### src/rtl/apu_pkg.sv
// Shared APU constants: register map, field positions and the length/duty lookup tables.
package apu_pkg;

  localparam logic [1:0] ADDR_CTRL  = 2'd0;
  localparam logic [1:0] ADDR_SWEEP = 2'd1;
  localparam logic [1:0] ADDR_PLO   = 2'd2;
  localparam logic [1:0] ADDR_PHI   = 2'd3;

  localparam int CTRL_DUTY_LSB = 6;
  localparam int CTRL_HALT     = 5;
  localparam int CTRL_CONST    = 4;
  localparam int SWEEP_EN      = 7;
  localparam int SWEEP_PER_LSB = 4;
  localparam int SWEEP_NEG     = 3;
  localparam int LEN_IDX_LSB   = 3;

  localparam logic [7:0] LENGTH_TABLE [0:31] = '{
    8'd10,  8'd254, 8'd20,  8'd2,   8'd40,  8'd4,   8'd80,  8'd6,
    8'd160, 8'd8,   8'd60,  8'd10,  8'd14,  8'd12,  8'd26,  8'd14,
    8'd12,  8'd16,  8'd24,  8'd18,  8'd48,  8'd20,  8'd96,  8'd22,
    8'd192, 8'd24,  8'd72,  8'd26,  8'd16,  8'd28,  8'd32,  8'd30
  };

  localparam logic [7:0] DUTY_TABLE [0:3] = '{
    8'b01000000, 8'b01100000, 8'b01111000, 8'b10011111
  };

endpackage

### src/rtl/pulse_channel_if.sv
// CPU-side register write port of an APU voice.
interface pulse_channel_if;
  logic       wr_en;
  logic [1:0] wr_addr;
  logic [7:0] wr_data;

  modport master (output wr_en, wr_addr, wr_data);
  modport slave  (input  wr_en, wr_addr, wr_data);
endinterface

### src/rtl/apu_envelope.sv
// Quarter-frame envelope: start flag, divider and 4-bit decay level with optional loop.
module apu_envelope (
  input  logic       clk,
  input  logic       rst_n,
  input  logic       qfr_stb,
  input  logic       start_set,
  input  logic       loop,
  input  logic [3:0] env_period,
  output logic [3:0] decay
);

  logic       start;
  logic [3:0] div;

  always_ff @(posedge clk or negedge rst_n) begin
    if (!rst_n) begin
      start <= 1'b0;
      div   <= '0;
      decay <= '0;
    end else begin
      // a start raised on a quarter-frame edge is consumed by the following quarter-frame
      start <= start_set | (start & ~qfr_stb);
      if (qfr_stb) begin
        if (start) begin
          decay <= 4'd15;
          div   <= env_period;
        end else if (div == 4'd0) begin
          div <= env_period;
          if (decay != 4'd0)
            decay <= decay - 4'd1;
          else if (loop)
            decay <= 4'd15;
        end else begin
          div <= div - 4'd1;
        end
      end
    end
  end

endmodule

### src/rtl/pulse_channel.sv
// APU pulse voice: period timer, duty sequencer, envelope, sweep unit and length counter.
module pulse_channel
  import apu_pkg::*;
#(
  parameter int CHANNEL = 1,
  parameter int TIMER_W = 11,
  parameter int OUT_W   = 16
) (
  input  logic                    in_apu_clk,
  input  logic                    in_rst_n,
  input  logic                    in_qfr_stb,
  input  logic                    in_hfr_stb,
  input  logic                    in_enable,
  pulse_channel_if.slave          bus,
  output logic signed [OUT_W-1:0] pulse_out,
  output logic                    len_active
);

  logic [7:0]              ctrl_reg, sweep_reg;
  logic [TIMER_W-1:0]      period, timer;
  logic [2:0]              step, sw_div;
  logic                    sw_reload;
  logic [7:0]              length;
  logic [3:0]              decay, volume;
  logic [TIMER_W:0]        delta, target;
  logic                    mute, sweep_hit;
  logic                    wr_ctrl, wr_sweep, wr_plo, wr_phi;
  logic signed [OUT_W-1:0] sample_p1;

  function automatic logic signed [OUT_W-1:0] sample_level(input logic level_hi,
                                                            input logic [3:0] level);
    logic signed [OUT_W-1:0] mag;
    mag = '0;
    mag[OUT_W-3 -: 4] = level;
    return level_hi ? mag : -mag;
  endfunction

  assign wr_ctrl  = bus.wr_en && (bus.wr_addr == ADDR_CTRL);
  assign wr_sweep = bus.wr_en && (bus.wr_addr == ADDR_SWEEP);
  assign wr_plo   = bus.wr_en && (bus.wr_addr == ADDR_PLO);
  assign wr_phi   = bus.wr_en && (bus.wr_addr == ADDR_PHI);

  // Sweep target and mute are live every cycle, whether or not the sweep is enabled.
  always_comb begin
    delta = {1'b0, period} >> sweep_reg[2:0];
    if (!sweep_reg[SWEEP_NEG])
      target = {1'b0, period} + delta;
    else if (CHANNEL == 1)
      target = {1'b0, period} - delta - 1'b1;
    else
      target = {1'b0, period} - delta;
    mute = (period < TIMER_W'(8)) || (!sweep_reg[SWEEP_NEG] && target[TIMER_W]);
  end

  assign sweep_hit = in_hfr_stb && (sw_div == 3'd0) && sweep_reg[SWEEP_EN] &&
                     (sweep_reg[2:0] != 3'd0) && !mute;
  assign volume    = ctrl_reg[CTRL_CONST] ? ctrl_reg[3:0] : decay;

  apu_envelope u_env (
    .clk        (in_apu_clk),
    .rst_n      (in_rst_n),
    .qfr_stb    (in_qfr_stb),
    .start_set  (wr_phi),
    .loop       (ctrl_reg[CTRL_HALT]),
    .env_period (ctrl_reg[3:0]),
    .decay      (decay)
  );

  always_ff @(posedge in_apu_clk or negedge in_rst_n) begin
    if (!in_rst_n) begin
      ctrl_reg  <= '0;
      sweep_reg <= '0;
      period    <= '0;
      timer     <= '0;
      step      <= '0;
      sw_div    <= '0;
      sw_reload <= 1'b0;
      length    <= '0;
      sample_p1 <= '0;
    end else begin
      if (wr_ctrl)  ctrl_reg  <= bus.wr_data;
      if (wr_sweep) sweep_reg <= bus.wr_data;

      // CPU period writes take precedence over a same-edge sweep adjustment
      if (wr_plo)
        period[7:0] <= bus.wr_data;
      else if (wr_phi)
        period[TIMER_W-1:8] <= bus.wr_data[TIMER_W-9:0];
      else if (sweep_hit)
        period <= target[TIMER_W-1:0];

      if (in_hfr_stb) begin
        if (sw_div == 3'd0 || sw_reload)
          sw_div <= sweep_reg[SWEEP_PER_LSB +: 3];
        else
          sw_div <= sw_div - 3'd1;
      end
      if (wr_sweep)
        sw_reload <= 1'b1;
      else if (in_hfr_stb)
        sw_reload <= 1'b0;

      if (timer == '0) begin
        timer <= period;
        step  <= step - 3'd1;
      end else begin
        timer <= timer - 1'b1;
      end
      if (wr_phi) step <= 3'd0;

      if (!in_enable)
        length <= '0;
      else if (wr_phi)
        length <= LENGTH_TABLE[bus.wr_data[7:LEN_IDX_LSB]];
      else if (in_hfr_stb && !ctrl_reg[CTRL_HALT] && length != 8'd0)
        length <= length - 8'd1;

      // output stage: one cycle behind the sequencer state
      if (length == 8'd0 || mute)
        sample_p1 <= '0;
      else
        sample_p1 <= sample_level(DUTY_TABLE[ctrl_reg[CTRL_DUTY_LSB +: 2]][step], volume);
    end
  end

  assign pulse_out  = sample_p1;
  assign len_active = (length != 8'd0);

endmodule

### src/flat_wrapper.sv
// flat-port wrapper written by rule: the top's interface ports become plain ports
module pulse_channel_flat import apu_pkg::*;
#(
  parameter int CHANNEL = 1,
  parameter int TIMER_W = 11,
  parameter int OUT_W   = 16
)
  (in_apu_clk, in_rst_n, in_qfr_stb, in_hfr_stb, in_enable, pulse_out, len_active, bus_wr_en, bus_wr_addr, bus_wr_data);
  pulse_channel_if bus_i ();
  input  logic in_apu_clk;
  input  logic in_rst_n;
  input  logic in_qfr_stb;
  input  logic in_hfr_stb;
  input  logic in_enable;
  output logic signed [OUT_W-1:0] pulse_out;
  output logic len_active;
  input wire logic [$bits(bus_i.wr_en)-1:0] bus_wr_en;
  input wire logic [$bits(bus_i.wr_addr)-1:0] bus_wr_addr;
  input wire logic [$bits(bus_i.wr_data)-1:0] bus_wr_data;
  assign bus_i.wr_en = bus_wr_en;
  assign bus_i.wr_addr = bus_wr_addr;
  assign bus_i.wr_data = bus_wr_data;
  pulse_channel #(.CHANNEL(CHANNEL), .TIMER_W(TIMER_W), .OUT_W(OUT_W)) u_core (.in_apu_clk(in_apu_clk), .in_rst_n(in_rst_n), .in_qfr_stb(in_qfr_stb), .in_hfr_stb(in_hfr_stb), .in_enable(in_enable), .bus(bus_i), .pulse_out(pulse_out), .len_active(len_active));
endmodule
### config.mk
export PLATFORM = sky130hd
export DESIGN_NAME = pulse_channel_flat
export DESIGN_NICKNAME = d
export VERILOG_FILES = /design/src/rtl/apu_pkg.sv /design/src/rtl/pulse_channel_if.sv /design/src/rtl/apu_envelope.sv /design/src/rtl/pulse_channel.sv /design/src/flat_wrapper.sv
export SDC_FILE = /design/constraint.sdc
export NUM_CORES = 1
export LEC_CHECK = 0
export CAP_MARGIN = 20
export CORE_MARGIN = 4
export CORE_UTILIZATION = 56
export DETAILED_ROUTE_END_ITERATION = 16
export MAX_ROUTING_LAYER = met4
export PLACE_DENSITY_LB_ADDON = 0.3
export SYNTH_ARGS = -nofsm -noshare
export SYNTH_HDL_FRONTEND = slang
export SYNTH_SLANG_ARGS = --single-unit
### constraint.sdc
create_clock -name in_apu_clk -period 4.5 [get_ports in_apu_clk]
set_input_delay 0.45 -clock in_apu_clk [delete_from_list [all_inputs] [get_ports in_apu_clk]]
set_output_delay 0.45 -clock in_apu_clk [all_outputs]
set_load 0.005 [all_outputs]
==> Yosys cells after proc, flatten, opt, wreduce, memory -nomap -nowiden <==
Memory sizes are Yosys's and may differ from the RTL's.
Cells that the tools add are included.
{ "word_totals": {"regBits": 78, "rom_bits": 256, "in_bits": 16, "out_inout_bits": 17, "wordCells": 104, "mem_count": 1} }
{ "classes": {"n_addsub": 10, "n_lt_le_gt_ge": 4, "n_eq_ne": 5, "shifts": 1, "muxes": 30, "bitwise": 6, "reduce_logical": 34} }
{ "memory_table": {"columns": ["name", "words", "word_bits", "rd", "rd_ports_with_merged_regs", "wr", "line", "rtl"], "rows": [
  ["(no name shown)", 32, 8, 1, 0, 0, "pulse_channel.sv:114", "length <= LENGTH_TABLE[bus.wr_data[7:LEN_IDX_LSB]];"]
]} }
{ "ops": {"columns": ["operator", "n"], "rows": [
  ["two-way mux 8 bit", 9],
  ["two-way mux 16 bit", 2],
  ["two-way mux 4 bit", 7],
  ["two-way mux 11 bit", 2],
  ["binary-select mux 8 bit (select 2 bit)", 1],
  ["negation 14 -> 16 bit", 1],
  ["adder 11 x 12 -> 12 bit", 1],
  ["two-way mux 12 bit", 1],
  ["two-way mux 3 bit", 4],
  [">> shifter 11 x 3 -> 12 bit", 1],
  ["subtractor 11 x 12 -> 12 bit", 1],
  ["subtractor 12 x 1 -> 12 bit (second input constant)", 1],
  ["logical AND 1 bit", 11],
  ["logical NOT 11 bit", 1],
  ["less-than comparator 11 x 4 -> 1 bit (second input constant)", 1],
  ["subtractor 11 x 1 -> 11 bit (second input constant)", 1],
  ["nonzero test 2 bit", 5],
  ["logical NOT 8 bit", 1],
  ["nonzero test 8 bit", 1],
  ["subtractor 4 x 1 -> 4 bit (second input constant)", 2],
  ["subtractor 8 x 1 -> 8 bit (second input constant)", 1],
  [">= comparator 6 bit (second input constant)", 1],
  ["NOT 5 -> 6 bit", 1],
  ["nonzero test 3 bit", 2],
  ["other kinds (21)", 31]
]} }

==> Logic depth before layout (Yosys ltp) <==
{ "logic_depth": {"word_depth": 11, "mapped_depth": 16} }

==> Cells and area by module <==
A second synthesis with hierarchy kept.
{ "unflattened": {"hier_cells": 599, "hier_area_um2": 5175.0} }
{ "by_module_without_submodules": {"columns": ["module", "n_inst", "cells_each", "area_each_um2"], "rows": [
  ["pulse_channel", 1, 536, 4621.9],
  ["apu_envelope", 1, 63, 553.0]
]} }

==> Worst setup path after synthesis <==
Ideal clock, no wire load.
{ "synth_path": {"kind": "register to register", "start": "register u_core.sweep_reg[1]", "end": "register u_core.period[0]", "setup_time_ps": 125, "t_arrival_ps": 3177, "required_time_ps": 4375, "setup_slack_ps": 1198, "stages_incl_launch_ff": 14, "n_path_buf": 2, "path_cell_list": "dfrtp_1 > buf_4 > clkbuf_1 > o21ai_0 > nor2_1 > nor2_1 > o21ai_0 > ha_1 > nor2b_1 > o221ai_1 > a311oi_2 > a31oi_4 > o21ai_4 > mux2_4"} }
{ "synth_via": {"elab_chain_cells": 10, "word_cells_on_any_way": 16} }
{ "synth_lines": {"columns": ["item", "line", "rtl"], "rows": [
  ["start: declaration", "pulse_channel.sv:19", "logic [7:0] ctrl_reg, sweep_reg;"],
  ["start signal: assignment", "pulse_channel.sv:82", "if (wr_sweep) sweep_reg <= bus.wr_data;"],
  [">> shifter 11 x 3 -> 12 bit", "pulse_channel.sv:45", "delta = {1'b0, period} >> sweep_reg[2:0];"],
  ["subtractor 11 x 12 -> 12 bit", "pulse_channel.sv:49", "target = {1'b0, period} - delta - 1'b1;"],
  ["subtractor 12 x 1 -> 12 bit", "pulse_channel.sv:49", null],
  ["two-way mux 12 bit", "pulse_channel.sv:46", "if (!sweep_reg[SWEEP_NEG])"],
  ["logical AND 1 bit", "pulse_channel.sv:52", "mute = (period < TIMER_W'(8)) || (!sweep_reg[SWEEP_NEG] && target[TIMER_W]);"],
  ["logical OR 1 bit", "pulse_channel.sv:52", null],
  ["logical NOT 1 bit", "pulse_channel.sv:56", "(sweep_reg[2:0] != 3'd0) && !mute;"],
  ["logical AND 1 bit", "pulse_channel.sv:56", null],
  ["nonzero test 2 bit (no line)", null, null],
  ["AND reduction 2 bit (no line)", null, null],
  ["end signal: assignment", "pulse_channel.sv:86", "period[7:0] <= bus.wr_data;"],
  ["end signal: indexed assignment", "pulse_channel.sv:88", "period[TIMER_W-1:8] <= bus.wr_data[TIMER_W-9:0];"],
  ["end signal: assignment", "pulse_channel.sv:90", "period <= target[TIMER_W-1:0];"],
  ["end: declaration", "pulse_channel.sv:20", "logic [TIMER_W-1:0] period, timer;"]
]} }
Several ways; a longest one is shown, not always the timed one. The select of a mux whose other input is x is not followed.
A chain may end at the register's enable or synchronous reset.

==> Final worst setup path <==
{ "layout_path": {"start": "register u_core.sweep_reg[1]", "end": "register u_core.period[4]"} }
The elaborated chain is that of the path after synthesis.

==> reports/results.ini <==
[critical_path]
cp_max_fo = 16
crit_start = u_core.sweep_reg[1]$_DFFE_PN0P_
worst_setup_path_start_kind = flip-flop
worstSetupEndpointType = flip-flop
rr_startpoint = u_core.sweep_reg[1]$_DFFE_PN0P_
setup.worst_path.class = reg -> reg
crit_required_ps = 4730
arrival_ps = 4020

[grt]
grt_usage = 0.230
met2_usage = 0.348
busiest_layer = met2
grt_pass1_wl_um = 20200
grt_pass1_vias = 4231
use_met3 = 0.0379
grt_max_degree = 69
use_met1 = 0.316
antenna_found_initial = 0
grt_overflow = 0

[synthesis]
postSynthAreaPerCell_um2 = 8.46
ys.flop_type = dfrtp_1
synth_top_area_cell = dfrtp_1
syn_inst = 614
yosys_warnings = 0
syn_area_mm2 = 0.00519
yosys-top-cells-area = dfrtp_1 (33%), ha_1 (8.9%), o21ai_0 (5.3%)
yosys.cell_types.count = 57
synth-async-reset-ratio = 1.00
synth-edff-count = 0
synth_top_area_share = 0.328
synth-seq-cells = 68
ys_seq_area_frac = 0.328

[routing]
routed_wl_um = 12000
viasPerCell = 5.99
ant_nets = 0
drt_iter0_drc = 271
drtPass1Iterations = 5
vias = 4408
drc = 0
wire_per_inst_um = 16.3

[place]
routabilityCongestion = 0.908
portBuffers = 22
placed_cells = 718
place_hpwl_um = 8870

[clock_tree]
cts_resized = 0
hold_buffers = 0
ctsHtreeMaxLevel = 3
cts_root_buf = clkbuf_8
cts_setup_buffers = 0
cts_sinks = 68
clk_pin_slew_ps = 80
clock_latency_ps = 340
numCtsBuffers = 9
cts_tree = yes
clock_path_buffers = 2

[timing]
finalCritPeriodShare = 0.844
setup_viol = 0
period_needed_ps = 3800
finalSetupTns_ps = 0
hold_viol = 0
timing.fmax_mhz = 263
worst_clock_skew_ps = 12.5
relSlewSlack = 0.424
slew_viol_final = 0
tightest_slew_ps = 864
rsz0062_at_grt = false

[final_layout]
layout.cells.non_filler = 736
area_growth_pct = 8.77
nets = 678
antenna_cells_inserted = 0
top_regs = u_core.period x11, u_core.timer x11
drive_gt1_frac = 0.0860
nFillCells = 720

[power]
power.leakage_nw = 2.49
ir_worst_vdd_mv = 0.332
powerDensity_mw_per_mm2 = 646

[die]
coreArea_mm2 = 0.00889
dieWidth_um = 104
io_pins = 33
rows = 34
die_h_um = 104
die-area_mm2 = 0.0109
start_util = 0.584

[status]
status = complete, no violations

[min_path]
hp-class = in -> async

[job]
drv_cap = 0

==> cell usage in the layout, fill, tap and decap left out, types with 5 or more instances in the layout <==
cell type	Yosys	final
a211oi_1	10	10
a21oi_1	40	40
a31oi_1	11	11
clkbuf_8	0	10
clkdlybuf4s50_1	0	21
conb_1	1	10
dfrtp_1	68	68
ha_1	37	37
inv_1	49	49
mux2_2	17	17
mux2_4	7	7
mux2i_1	17	17
nand2_1	52	52
nand2b_1	11	11
nand3_1	11	11
nand3b_1	5	5
nor2_1	63	63
nor2b_1	11	11
nor3_1	12	12
nor3b_1	8	8
o211ai_1	6	6
o21ai_0	55	55
o22ai_1	5	5
o31ai_1	5	5
or3_1	5	5
or4_1	5	5
xnor2_1	11	11
xor2_1	12	12
==> where the power goes <==
group / internal [mW] / total [mW] / switching [mW]
Sequential: 0.823 / 1.11 / 0.284
Clock: 0.327 / 0.572 / 0.245
Combinational: 0.876 / 1.97 / 1.09
Total: 2.03 / 3.65 / 1.62
==> worst paths after layout <==
| check | depth (start not counted) | endpoint | slack (ps) |
|---|---|---|---|
| min in group in_apu_clk | 1 | u_core.timer[0]$_DFF_PN0_ | 490 |
| max reg2reg | 11 | u_core.period[4]$_DFFE_PN0P_ | 700 |
| max in group asynchronous | 2 | u_core.sweep_reg[7]$_DFFE_PN0P_ | 3640 |
| min | 2 | u_core.timer[2]$_DFF_PN0_ | 290 |
| min reg2reg | 1 | u_core.timer[0]$_DFF_PN0_ | 490 |
| max | 11 | u_core.period[4]$_DFFE_PN0P_ | 700 |
==> final cells by class <==
| type | count | area (µm²) | share of cell area |
|---|---|---|---|
| Multi-Input combinational cell | 470 | 3170 | 0.560 |
| Sequential cell | 68 | 1700 | 0.301 |
| Timing Repair Buffer | 25 | 238 | 0.0421 |
| Inverter | 49 | 184 | 0.0326 |
| Clock buffer | 10 | 138 | 0.0244 |
| Tap cell | 108 | 135 | 0.0239 |
| Clock inverter | 6 | 86.3 | 0.0153 |
==> per-stage QoR <==
| step | hold WS, ps | instance area [µm²] | util | power, mW | setup slack, ps |
|---|---|---|---|---|---|
| 2_1_floorplan | 154 | 5230 | - | 2.52 | 1200 |
| 3_3_place_gp | 460 | 5410 | 0.608 | 2.94 | 852 |
| 3_5_place_dp | 479 | 5410 | 0.608 | 3.04 | 729 |
| 4_1_cts | 315 | 5630 | 0.634 | 3.63 | 713 |
| 5_1_grt | 361 | 5650 | 0.635 | 3.95 | 401 |
| 6_report | 285 | 5650 | 0.635 | 3.65 | 702 |
==> critical path: stages (launching register included) <==
cell	delay, ps
dfrtp_1	690
mux2_2	420
mux2i_1	210
nand2_1	80
o21ai_0	200
ha_1	330
nor2b_1	170
o221ai_1	230
a311oi_2	480
a31oi_4	180
o21ai_4	360
mux2_4	330
==> routing by layer <==
layer,wire length [µm],part of all wire
met4,229,0.019
met2,5540,0.46
met1,5610,0.47
met3,611,0.051
met5,0,0
==> logic make-up (layout without fill, tap and decap cells) <==
family	count (synthesis)	after routing	synth area share
muxes	42	42	0.0920
AOI/OAI and AO/OA	159	159	0.190
other	1	10	0.000722
xor gates and xnor gates	23	23	0.0388
DFF	68	68	0.328
buffers and inverters	85	90	0.0704
and+or+nand+nor	197	197	0.183
adders and majority gates	39	39	0.0969
==> Yosys cell counts, drive strengths merged, types with 2 or more instances <==
| cell type | count |
|---|---|
| a21oi | 41 |
| clkbuf | 22 |
| xor2 | 12 |
| nand4 | 2 |
| a31oi | 12 |
| buf | 14 |
| xnor2 | 11 |
| o211ai | 6 |
| nor3 | 12 |
| nand2b | 11 |
| nor2 | 63 |
| nand2 | 52 |
| ha | 37 |
| o31ai | 5 |
| nand3 | 11 |
| nand3b | 5 |
| nor4 | 3 |
| o21ai | 56 |
| inv | 49 |
| and3 | 2 |
| nor3b | 8 |
| o22ai | 5 |
| o22a | 2 |
| o221ai | 4 |
| mux2i | 17 |
| a211oi | 10 |
| fa | 2 |
| dfrtp | 68 |
| or4 | 5 |
| mux2 | 25 |
| or2 | 4 |
| or3 | 5 |
| a311oi | 4 |
| o21a | 4 |
| nor2b | 11 |
No activity file was read; power rests on OpenSTA's default activity.
